$ cat config.mk
export PLATFORM = sky130hd
export DESIGN_NAME = ll_sc_resv
export DESIGN_NICKNAME = d
export VERILOG_FILES = /design/src/rtl/ll_sc_pkg.sv /design/src/rtl/ll_sc_entry.sv /design/src/rtl/ll_sc_resv.sv
export SDC_FILE = /design/constraint.sdc
export NUM_CORES = 1
export LEC_CHECK = 0
export BUFFER_PORTS_ARGS = -buffer_cell sky130_fd_sc_hd__buf_2
export CAP_MARGIN = 20
export CORE_MARGIN = 5
export CORE_UTILIZATION = 40
export CTS_BUF_LIST = sky130_fd_sc_hd__clkbuf_8
export DETAILED_ROUTE_END_ITERATION = 7
export PLACE_DENSITY = 0.73
export RECOVER_POWER = 100
export SKIP_CTS_REPAIR_TIMING = 1
export SYNTH_ARGS = -nofsm -noshare
export SYNTH_HDL_FRONTEND = slang
export SYNTH_SLANG_ARGS = --single-unit
$ cat constraint.sdc
create_clock -name clk -period 4.25 [get_ports clk]
set_input_delay 0.425 -clock clk [delete_from_list [all_inputs] [get_ports clk]]
set_output_delay 0.425 -clock clk [all_outputs]
set_load 0.05 [all_outputs]
$ cat src/rtl/ll_sc_pkg.sv
// Shared constants, reservation record and helpers for the LL/SC reservation block.
package ll_sc_pkg;

  localparam int unsigned DEF_BITS      = 32;
  localparam int unsigned DEF_GRAN_BITS = 2;
  localparam int unsigned DEF_TIMEOUT   = 255;

  // Granule addresses are held zero-extended to a fixed width so the record is parameter independent.
  localparam int unsigned GA_MAX_W = 64;
  localparam int unsigned TIMER_W  = 16;

  typedef struct packed {
    logic                valid;
    logic [GA_MAX_W-1:0] ga;
    logic [TIMER_W-1:0]  timer;
  } resv_t;

  // Number of set bits in an 8-bit vector.
  function automatic logic [3:0] count_ones(input logic [7:0] v);
    logic [3:0] n;
    n = 4'd0;
    for (int i = 0; i < 8; i++) begin
      n = n + 4'(v[i]);
    end
    return n;
  endfunction

endpackage

$ cat src/rtl/ll_sc_entry.sv
// One channel's reservation: state, granule match and optional lifetime timer.
// Optional feature: LL_SC_LINK_TIMEOUT_EN enables reservation expiry.
module ll_sc_entry
  import ll_sc_pkg::*;
#(
  parameter int TIMEOUT = DEF_TIMEOUT
) (
  input  logic                clk,
  input  logic                rst,
  input  logic                ll,
  input  logic                sc,
  input  logic                snoop_clr,
  input  logic [GA_MAX_W-1:0] gran,
  output logic                valid,
  output logic [GA_MAX_W-1:0] ga,
  output logic                hit_c
);

  resv_t r;
  resv_t r_nx;
  logic  live_c;

  // Next reservation: LL wins over SC/snoop clears (snoop is ordered before a same-cycle LL).
  always_comb begin
    r_nx = r;
    if (ll) begin
      r_nx.valid = 1'b1;
      r_nx.ga    = gran;
      r_nx.timer = TIMER_W'(TIMEOUT);
    end else if (sc || snoop_clr) begin
      r_nx.valid = 1'b0;
`ifdef LL_SC_LINK_TIMEOUT_EN
    end else if (r.valid) begin
      if (r.timer == '0) begin
        r_nx.valid = 1'b0;
      end else begin
        r_nx.timer = r.timer - 1'b1;
      end
`endif
    end
  end

  // Reservation register.
  always_ff @(posedge clk) begin
    if (rst) begin
      r <= '0;
    end else begin
      r <= r_nx;
    end
  end

`ifdef LL_SC_LINK_TIMEOUT_EN
  // An expired reservation still reads valid for one cycle but can no longer succeed.
  assign live_c = (r.timer != '0);
`else
  // Timer is loaded but inert when expiry is not built in.
  logic unused_timer;
  assign unused_timer = ^r.timer;
  assign live_c = 1'b1;
`endif

  assign hit_c = r.valid & live_c & (r.ga == gran);
  assign valid = r.valid;
  assign ga    = r.ga;

endmodule

$ cat src/rtl/ll_sc_resv.sv
// LL/SC reservation tracker: per-channel links, SC arbitration, store snooping, fail counter.
// Optional feature: define LL_SC_LINK_TIMEOUT_EN for reservation lifetime expiry.
module ll_sc_resv
  import ll_sc_pkg::*;
#(
  parameter int BITS      = DEF_BITS,
  parameter int CHANNELS  = 2,
  parameter int GRAN_BITS = DEF_GRAN_BITS,
  parameter int TIMEOUT   = DEF_TIMEOUT
) (
  input  logic                     clk,
  input  logic                     rst,
  input  logic [CHANNELS-1:0]      ll_req,
  input  logic [CHANNELS-1:0]      sc_req,
  input  logic [CHANNELS-1:0]      st_req,
  input  logic [CHANNELS*BITS-1:0] addr,
  output logic [CHANNELS-1:0]      sc_ok,
  output logic [CHANNELS-1:0]      mem_wr,
  output logic [CHANNELS-1:0]      link_valid,
  output logic [15:0]              sc_fail_cnt
);

  logic [GA_MAX_W-1:0] gran [CHANNELS];
  logic [GA_MAX_W-1:0] ga_q [CHANNELS];
  logic [CHANNELS-1:0] hit;
  logic [CHANNELS-1:0] ll_eff;
  logic [CHANNELS-1:0] st_eff;
  logic [CHANNELS-1:0] sc_ok_v;
  logic [CHANNELS-1:0] snoop_clr;
  logic [CHANNELS-1:0] sc_fail;
  logic [3:0]          n_fail;
  logic [16:0]         cnt_sum;
  logic                win;

  // Per-channel priority: SC over LL over plain store.
  assign ll_eff = ll_req & ~sc_req;
  assign st_eff = st_req & ~sc_req & ~ll_req;

  // Granule extraction and one reservation entry per channel.
  genvar g;
  for (g = 0; g < CHANNELS; g++) begin : g_ch
    assign gran[g] = GA_MAX_W'(addr[g*BITS+GRAN_BITS +: BITS-GRAN_BITS]);

    ll_sc_entry #(
      .TIMEOUT (TIMEOUT)
    ) u_entry (
      .clk       (clk),
      .rst       (rst),
      .ll        (ll_eff[g]),
      .sc        (sc_req[g]),
      .snoop_clr (snoop_clr[g]),
      .gran      (gran[g]),
      .valid     (link_valid[g]),
      .ga        (ga_q[g]),
      .hit_c     (hit[g])
    );
  end

  // SC arbitration: lowest-index winner per granule, nothing succeeds during reset.
  always_comb begin
    sc_ok_v = '0;
    win     = 1'b0;
    for (int c = 0; c < CHANNELS; c++) begin
      win = ~rst & sc_req[c] & hit[c];
      for (int i = 0; i < c; i++) begin
        if (sc_ok_v[i] && (gran[i] == gran[c])) begin
          win = 1'b0;
        end
      end
      sc_ok_v[c] = win;
    end
  end

  assign sc_ok  = sc_ok_v;
  assign mem_wr = rst ? '0 : (st_eff | sc_ok_v);

  // Snoop fan-out: any write to a reserved granule kills that reservation next cycle.
  always_comb begin
    snoop_clr = '0;
    for (int j = 0; j < CHANNELS; j++) begin
      for (int k = 0; k < CHANNELS; k++) begin
        if (mem_wr[k] && link_valid[j] && (ga_q[j] == gran[k])) begin
          snoop_clr[j] = 1'b1;
        end
      end
    end
  end

  // Failed-SC tally for this cycle and saturating sum.
  assign sc_fail = rst ? '0 : (sc_req & ~sc_ok_v);
  assign n_fail  = count_ones(8'(sc_fail));
  assign cnt_sum = {1'b0, sc_fail_cnt} + 17'(n_fail);

  // Saturating failed-SC counter.
  always_ff @(posedge clk) begin
    if (rst) begin
      sc_fail_cnt <= 16'd0;
    end else if (cnt_sum[16]) begin
      sc_fail_cnt <= 16'hFFFF;
    end else begin
      sc_fail_cnt <= cnt_sum[15:0];
    end
  end

endmodule

; ---- After elaboration in Yosys (flattened, before gate mapping)
; Cells that the tools add are included.
[word_totals]
ff_bits = 78
output_inout_bits = 22
elab_cells = 52
[classes]
add_sub_neg = 2
n_eq_ne = 5
muxes = 12
bitwise_logic = 15
reduce_logical = 13
[op_table]
columns = cell, n
row1 = $eq 30x30->1, 5
row2 = $add 16x2->17, 1
row3 = $mux 16, 1
row4 = $logic_and 1x1->1, 9
row5 = $mux 1, 9
row6 = $and 2x2->2, 4
row7 = $and 1x1->1, 6
row8 = $not 2->2, 3
row9 = $mux 2, 2
row10 = $reduce_bool 2->1, 2
row11 = $add 1x1->2, 1
row12 = $logic_or 1x1->1, 2
row13 = $or 2x2->2, 1
row14 = $not 1->1, 1

; ---- Logic depth before layout (Yosys ltp)
; Gate-level depths: netlist of run 1.
[logic_depth]
ltp_word = 14
depth_mapped = 14

; ---- Hierarchy
; A second synthesis of run 1 with hierarchy kept.
[hier_totals]
cells_unflattened = 940
hier_area_um2 = 8669.6
[by_module_without_submodules]
columns = module, instances, cells_each, area_per_inst_um2, seq_area_each_um2
row1 = ll_sc_entry, 2, 308, 3014.1, 1301.2
row2 = ll_sc_resv, 1, 324, 2641.3, 320.3

; ---- Worst setup path before layout of run 1
; OpenSTA, ideal clock, no wires.
[synth_path]
kind = input -> register
startpoint = input addr[31]
endpoint = register sc_fail_cnt[10]
arrival_time_ns = 3.427
setup_slack_ns = 0.753
stages = 13
path_buffers = 1
cell_sequence = xnor2_1 nand2_1 or3b_1 or4_1 o31ai_2 nand2b_1 fa_1 inv_1 ha_1 nand3_1 or3_1 clkbuf_1 a21oi_1
[synth_via]
elab_chain_cells = 11
word_cells_on_any_way = 12
cone_classes = add/sub: 2 / eq/ne: 2 / mux: 3 / bitwise: 4 / reduce/logical: 1
[synth_rtl]
columns = item, line
row1 = "start, declared", ll_sc_resv.sv:16  ; input logic [CHANNELS*BITS-1:0] addr,
row2 = $eq 30x30->1, ll_sc_entry.sv:62  ; assign hit_c = r.valid & live_c & (r.ga == gran);
row3 = $and 1x1->1, ll_sc_entry.sv:62
row4 = $and 1x1->1, ll_sc_resv.sv:64  ; win = ~rst & sc_req[c] & hit[c];
row5 = $logic_and 1x1->1, ll_sc_resv.sv:66  ; if (sc_ok_v[i] && (gran[i] == gran[c])) begin
row6 = $mux 1, ll_sc_resv.sv:66
row7 = $not 2->2 (*), ll_sc_resv.sv:90  ; assign sc_fail = rst ? '0 : (sc_req & ~sc_ok_v);
row8 = $and 2x2->2 (*), ll_sc_resv.sv:90
row9 = $mux 2 (*), ll_sc_resv.sv:90
row10 = $add 1x1->2 (*), ll_sc_pkg.sv:23  ; n = n + 4'(v[i]);
row11 = $add 16x2->17 (*), ll_sc_resv.sv:92  ; assign cnt_sum = {1'b0, sc_fail_cnt} + 17'(n_fail);
row12 = $mux 16 (*), ll_sc_resv.sv:98  ; end else if (cnt_sum[16]) begin
row13 = "end signal, assigned", ll_sc_resv.sv:101  ; sc_fail_cnt <= cnt_sum[15:0];
row14 = "end, declared", ll_sc_resv.sv:20  ; output logic [15:0] sc_fail_cnt
; Mark *: on every way between the ends. The rest lies on a longest branch, timed or not.
; A chain may end at the register's enable or synchronous reset.

; ---- Worst setup path after layout of run 1
[layout_path]
startpoint = register g_ch[0].u_entry.r (netlist bit g_ch[0].u_entry.ga[16])
endpoint = register sc_fail_cnt[0]
[layout_via]
elab_chain_cells = 11
[layout_rtl]
columns = item, line
row1 = "start, declared", ll_sc_entry.sv:19  ; resv_t r;
row2 = "start signal, assigned", ll_sc_entry.sv:48  ; r <= r_nx;
row3 = $eq 30x30->1 (*), ll_sc_entry.sv:62
row4 = $and 1x1->1 (*), ll_sc_entry.sv:62
row5 = $and 1x1->1 (*), ll_sc_resv.sv:64
row6 = $logic_and 1x1->1, ll_sc_resv.sv:66
row7 = $mux 1, ll_sc_resv.sv:66
row8 = $not 2->2 (*), ll_sc_resv.sv:90
row9 = $and 2x2->2 (*), ll_sc_resv.sv:90
row10 = $mux 2 (*), ll_sc_resv.sv:90
row11 = $add 1x1->2 (*), ll_sc_pkg.sv:23
row12 = $add 16x2->17 (*), ll_sc_resv.sv:92
row13 = $mux 16 (*), ll_sc_resv.sv:98
; Marks and branches as above.

==> results_dict.tcl, run 1 <==
set metrics [dict create \
    route.vias.total 4593 \
    status "finished with violations" \
    switching_share_pct 34.2 \
    syn_inst 611 \
    cp.arrival_ns 4.04 \
    post-synth-top-count-cell "nand2_1" \
    syn_area_um2 4840 \
    cts_buffers 9 \
    dpl_cell_area_um2 5420 \
    synth_warnings 0 \
    ys_types 39 \
    num_rows 40 \
    tightest_slew_ns 1.68 \
    fin_skew_ns 0.00922 \
    cts_sinks 78 \
    grt_first_pass_wirelength_mm 24.4 \
    dp_hpwl_mm 12.2 \
    fin_crit_ns 3.74 \
    irDropWorstVdd_uv 133 \
    synth_nets 685 \
    synth_edf_count 0 \
    powerDensity_nw_per_um2 306 \
    grt_max_degree 48 \
    clock-root-buffer "clkbuf_8" \
    yosys-top-cells-area "dfxtp_1, xnor2_1, nand2_1, xor2_1, a21oi_1" \
    p_switching_mw 0.582 \
    grt_setup_unrepaired "no" \
    pwr-share-seq_pct 46.7 \
    routedWlPerCell_um 18.6 \
    place.gp.congestion 0.991 \
    htreeDepth 3 \
    die-area_um2 14400 \
    finalWirelength_mm 15.7 \
    grt_usage_pct 21.7 \
    async_flop_share_pct 0 \
    synth_common_cells "nand2_1, xnor2_1, dfxtp_1, a21oi_1, xor2_1" \
    drt_pass1_iterations 5 \
    dieWidth_um 120 \
    drt_iter0_drc 374 \
    worstPathRequired_ns 4.55 \
    worstSetupStartpointType "register" \
    die_h_um 120 \
    diodes 0 \
    hold_class "input port to register" \
    p_int_mw 1.12 \
    ff2ff_path_depth 13 \
    p_leak_nw 1.90 \
    synth_ff_type "dfxtp_1" \
    synth-seq-cells 78 \
    end_kind "register" \
    seq_area_frac_synth_pct 32.3 \
    antenna_found_initial 0 \
    crit_type "register to register" \
    maxCapViolations 2 \
    slew_headroom_pct -12.0 \
    overflow 0 \
    drc_errors 0 \
    drive_gt1_share_pct 13.1 \
    slew_violations 64 \
    final_core_util_pct 46.6 \
    avgSynthCellArea_um2 7.91 \
    clockBufferDepth 2 \
    timing.final.ws_setup_ns 0.508 \
    layout.nets 766 \
    violations "max-capacitance violations, max-slew violations" \
    antenna_left 0 \
    final_cells 844 \
    path_clk_slew_ns 0.09 \
    timing_hold_violations_final 0 \
    crit_fanout 13 \
    num_io_pins 94 \
    clock_latency_ns 0.36 \
    vias_per_cell 5.44 \
    max_freq_mhz 267 \
    finish.instance_area_um2 5550 \
    synth.top_cell.area_share_pct 32.3 \
    clkPwrFrac_pct 31.0 \
    pwr-share-comb_pct 22.3 \
    finalSetupTns_ns 0 \
    yosys.area.top_type "dfxtp_1" \
    portBuffers 89 \
    setup_viol 0 \
    fin_crit_sh_pct 88.1 \
    holdPathStages 3 \
    core_area_um2 11900 \
    area_growth_pct 14.8 \
    start_util_pct 40.6 \
    dp_slack_ns 0.266 \
    place_inst 828 \
    grt_pass1_vias 4440 \
    cts_tree "yes" \
]
-- routing by layer --
| metal | vias to the layer above | GRT usage, % | wire length (um) |
|---|---|---|---|
| met2 | 171 | 35.0 | 7320 |
| met1 | 2149 | 29.1 | 7060 |
| met4 | 0 | 7.16 | 322 |
| li1 | 2251 | - | - |
| met3 | 22 | 4.43 | 991 |
| met5 | - | 0 | 0 |
-- final cells by class --
cell class	count	area, um^2
Inverter	4	15.0
Clock inverter	7	56.3
Timing Repair Buffer	97	465
Tap cell	147	184
Fill cell	1252	6360
Clock buffer	9	124
Sequential cell	78	1560
Multi-Input combinational cell	502	3140
-- worst paths after layout --
kind,slack [ns],end,from
min reg2reg,0.50,g_ch[1].u_entry.ga[13],g_ch[1].u_entry.ga[13]
max reg2reg,0.51,sc_fail_cnt[0],g_ch[0].u_entry.ga[16]
max,0.51,sc_fail_cnt[0],g_ch[0].u_entry.ga[16]
min,0.34,g_ch[1].u_entry.ga[11],addr[45]
-- through the flow --
| step | power [mW] | hold slack, ns |
|---|---|---|
| after global placement | 1.18 | 0.480 |
| after floorplan | 1.03 | 0.472 |
| after detailed placement | 1.18 | 0.485 |
| after CTS | 1.71 | 0.326 |
| after global routing | 1.77 | 0.343 |
| final | 1.70 | 0.341 |
-- cell families (layout without fill, tap and decap cells) --
family	Yosys count	in the layout	synth area share [%]
buffers and inverters	31	117	2.64
XOR/XNOR	161	161	29.2
flip-flops	78	78	32.3
multiplexers	1	1	0.207
AO/OA/AOI/OAI	85	85	9.37
adder cells (fa/ha/maj)	2	2	0.673
AND/OR/NAND/NOR	253	253	25.7
-- flip-flops by register name (all words and copies together) (netlist names) --
register and cells:
sc_fail_cnt 16, g_ch.u_entry.valid 2, g_ch.u_entry.ga 60
-- power by group through the flow --
stage,Clock [mW],Combinational [mW],Sequential (mW)
2_1_floorplan,0,0.216,0.814
3_3_place_gp,0,0.374,0.809
3_5_place_dp,0,0.374,0.810
4_1_cts,0.536,0.377,0.793
5_1_grt,0.564,0.409,0.798
6_report,0.528,0.380,0.794
-- critical path, cell delays in order (launching register included) --
cell      delay [ns]
dfxtp_1         0.35
xnor2_1         0.42
nand4_1         0.14
nor4_1          0.37
buf_4           0.19
nand2_1         0.06
o31ai_1         0.41
nand2b_1        0.15
fa_1            0.41
inv_1           0.07
ha_1            0.16
nand3_1         0.14
or3_1           0.61
a21oi_1         0.22
-- cells in the final DEF, fill, tap and decap left out, drive strengths merged, types with 3 or more instances in the layout --
master / n
nand2b: 6
a21oi: 75
nand4: 44
nor4: 19
nand3: 14
xnor2: 108
dfxtp: 78
nor2b: 4
nor2: 11
clkinv: 4
nand2: 132
or4: 3
clkbuf: 35
inv: 6
buf: 71
nor3: 3
xor2: 53
Power figures use the tool's default switching activity.
==> run 2: changes to the inputs <==
--- a/config.mk
+++ b/config.mk
@@ -11,7 +11,6 @@
 export CORE_UTILIZATION = 40
 export CTS_BUF_LIST = sky130_fd_sc_hd__clkbuf_8
 export DETAILED_ROUTE_END_ITERATION = 7
-export PLACE_DENSITY = 0.73
 export RECOVER_POWER = 100
 export SKIP_CTS_REPAIR_TIMING = 1
 export SYNTH_ARGS = -nofsm -noshare
==> run 2 against run 1 <==
  * The flow still finishes with violations (max-capacitance violations, max-slew violations)
  * Clock-buffer cell count is the same
  * Combinational power is 1% higher
  * First-iteration DRC count up 3.7%
  * Setup slack improved by 0.092 ns
  * Clock skew rose by 0.0015 ns
  * Sequential power barely moved
==> results_dict.tcl, run 2 (synthesis results as in run 1) <==
set metrics [dict create \
    status "finished with violations" \
    violations "max-capacitance violations, max-slew violations" \
    worstPathRequired_ns 4.57 \
    setup_viol 0 \
    antenna_left 0 \
    drive_gt1_share_pct 13.1 \
    slew_violations 63 \
    clock_latency_ns 0.39 \
    grt_setup_unrepaired "no" \
    start_util_pct 40.6 \
    cts_buffers 9 \
    diodes 0 \
    mostFrequentLayoutCell "nand2_1" \
    cts_sinks 78 \
    die-area_um2 14400 \
    dp_hpwl_mm 12.9 \
    area_growth_pct 15.1 \
    grt_usage_pct 23.6 \
    layout.nets 767 \
    tightest_slew_ns 1.72 \
    die_h_um 120 \
    slew_headroom_pct -14.5 \
    final_cell_mix "nand2_1, xnor2_1, dfxtp_1, a21oi_1, buf_2" \
    dieWidth_um 120 \
    maxCapViolations 2 \
    core_area_um2 11900 \
    htreeDepth 3 \
    grt_max_degree 34 \
    grt_pass1_vias 4607 \
    clockBufferDepth 2 \
    num_io_pins 94 \
    fin_crit_ns 3.65 \
    crit_type "register to register" \
    cp.arrival_ns 3.97 \
    drt_iter0_drc 388 \
    timing_hold_violations_final 0 \
    overflow 0 \
    cts_tree "yes" \
    hold_class "input port to register" \
    p_leak_nw 1.91 \
    finalSetupTns_ns 0 \
    grt_first_pass_wirelength_mm 25.8 \
    crit_fanout 13 \
    end_kind "register" \
    drc_errors 0 \
    largest_reg_flops 60 \
    antenna_found_initial 1 \
    fin_skew_ns 0.0107 \
    portBuffers 89 \
    irDropWorstVdd_uv 178 \
    final_core_util_pct 46.7 \
    worstSetupStartpointType "register" \
    place.gp.congestion 0.963 \
    vias_per_cell 5.49 \
    max_freq_mhz 274 \
    fin_crit_sh_pct 85.9 \
    drt_pass1_iterations 5 \
    num_rows 40 \
    clock-root-buffer "clkbuf_8" \
    finalWirelength_mm 16.7 \
    route.vias.total 4632 \
    routedWlPerCell_um 19.8 \
    powerDensity_nw_per_um2 314 \
    path_clk_slew_ns 0.09 \
]
-- run 2: changes by cell type in the layout (fill, tap and decap cells not counted) --
cell	delta
clkinv_2	+1
nor2b_1	-1
clkinvlp_4	+1
bufinv_16	+1
inv_6	-2
clkbuf_1	+1
clkinv_4	-2
nor2b_2	+1
-- run 2: layer usage --
metal / up-vias / global-route usage (%) / share of wire (%)
li1: 2246 / - / -
met1: 2185 / 30.7 / 44
met2: 159 / 36.5 / 45
met3: 40 / 6.60 / 7.4
met4: 2 / 10.2 / 3.5
met5: - / 0 / 0.060
-- run 2: final timing paths --
kind / slack (ns) / cells after the start / from / endpoint
max reg2reg: 0.60 / 12 / g_ch[0].u_entry.ga[16] / sc_fail_cnt[0]
min reg2reg: 0.49 / 2 / g_ch[1].u_entry.ga[13] / g_ch[1].u_entry.ga[13]
max: 0.60 / 12 / g_ch[0].u_entry.ga[16] / sc_fail_cnt[0]
min: 0.31 / 3 / addr[17] / g_ch[0].u_entry.ga[15]
-- run 2: layout make-up --
type,instances,area (um^2)
clock buffers,9,124
clock inverters,6,63.8
fillers,1220,6350
inverters,4,15.0
multi-input cells,502,3150
flip-flops and latches,78,1560
well taps,147,184
repair buffers,98,469
-- run 2: power breakdown --
group / internal, mW / total [mW] / switching, mW
clock: 0.267 / 0.566 / 0.299
sequential: 0.761 / 0.794 / 0.0333
combinational: 0.141 / 0.385 / 0.244
-- run 2: critical path: stages (launching register included) --
cell and delay (ns):
dfxtp_1 0.35, xnor2_1 0.37, nand4_1 0.13, nor4_1 0.48
nand2_1 0.14, o31ai_1 0.43, nand2b_1 0.17, fa_1 0.41
inv_1 0.07, ha_1 0.15, nand3_1 0.09, or3_1 0.58
a21oi_1 0.21
-- run 2: through the flow --
stage,setup WS (ns),power [mW],cells,instance area (um^2),hold WS (ns)
floorplan,0.753,1.03,611,4840,0.472
global placement,0.343,1.19,829,5430,0.479
detailed placement,0.325,1.19,829,5430,0.486
CTS,0.622,1.76,844,5610,0.313
global route,0.277,1.82,844,5560,0.319
finish,0.600,1.74,844,5560,0.314
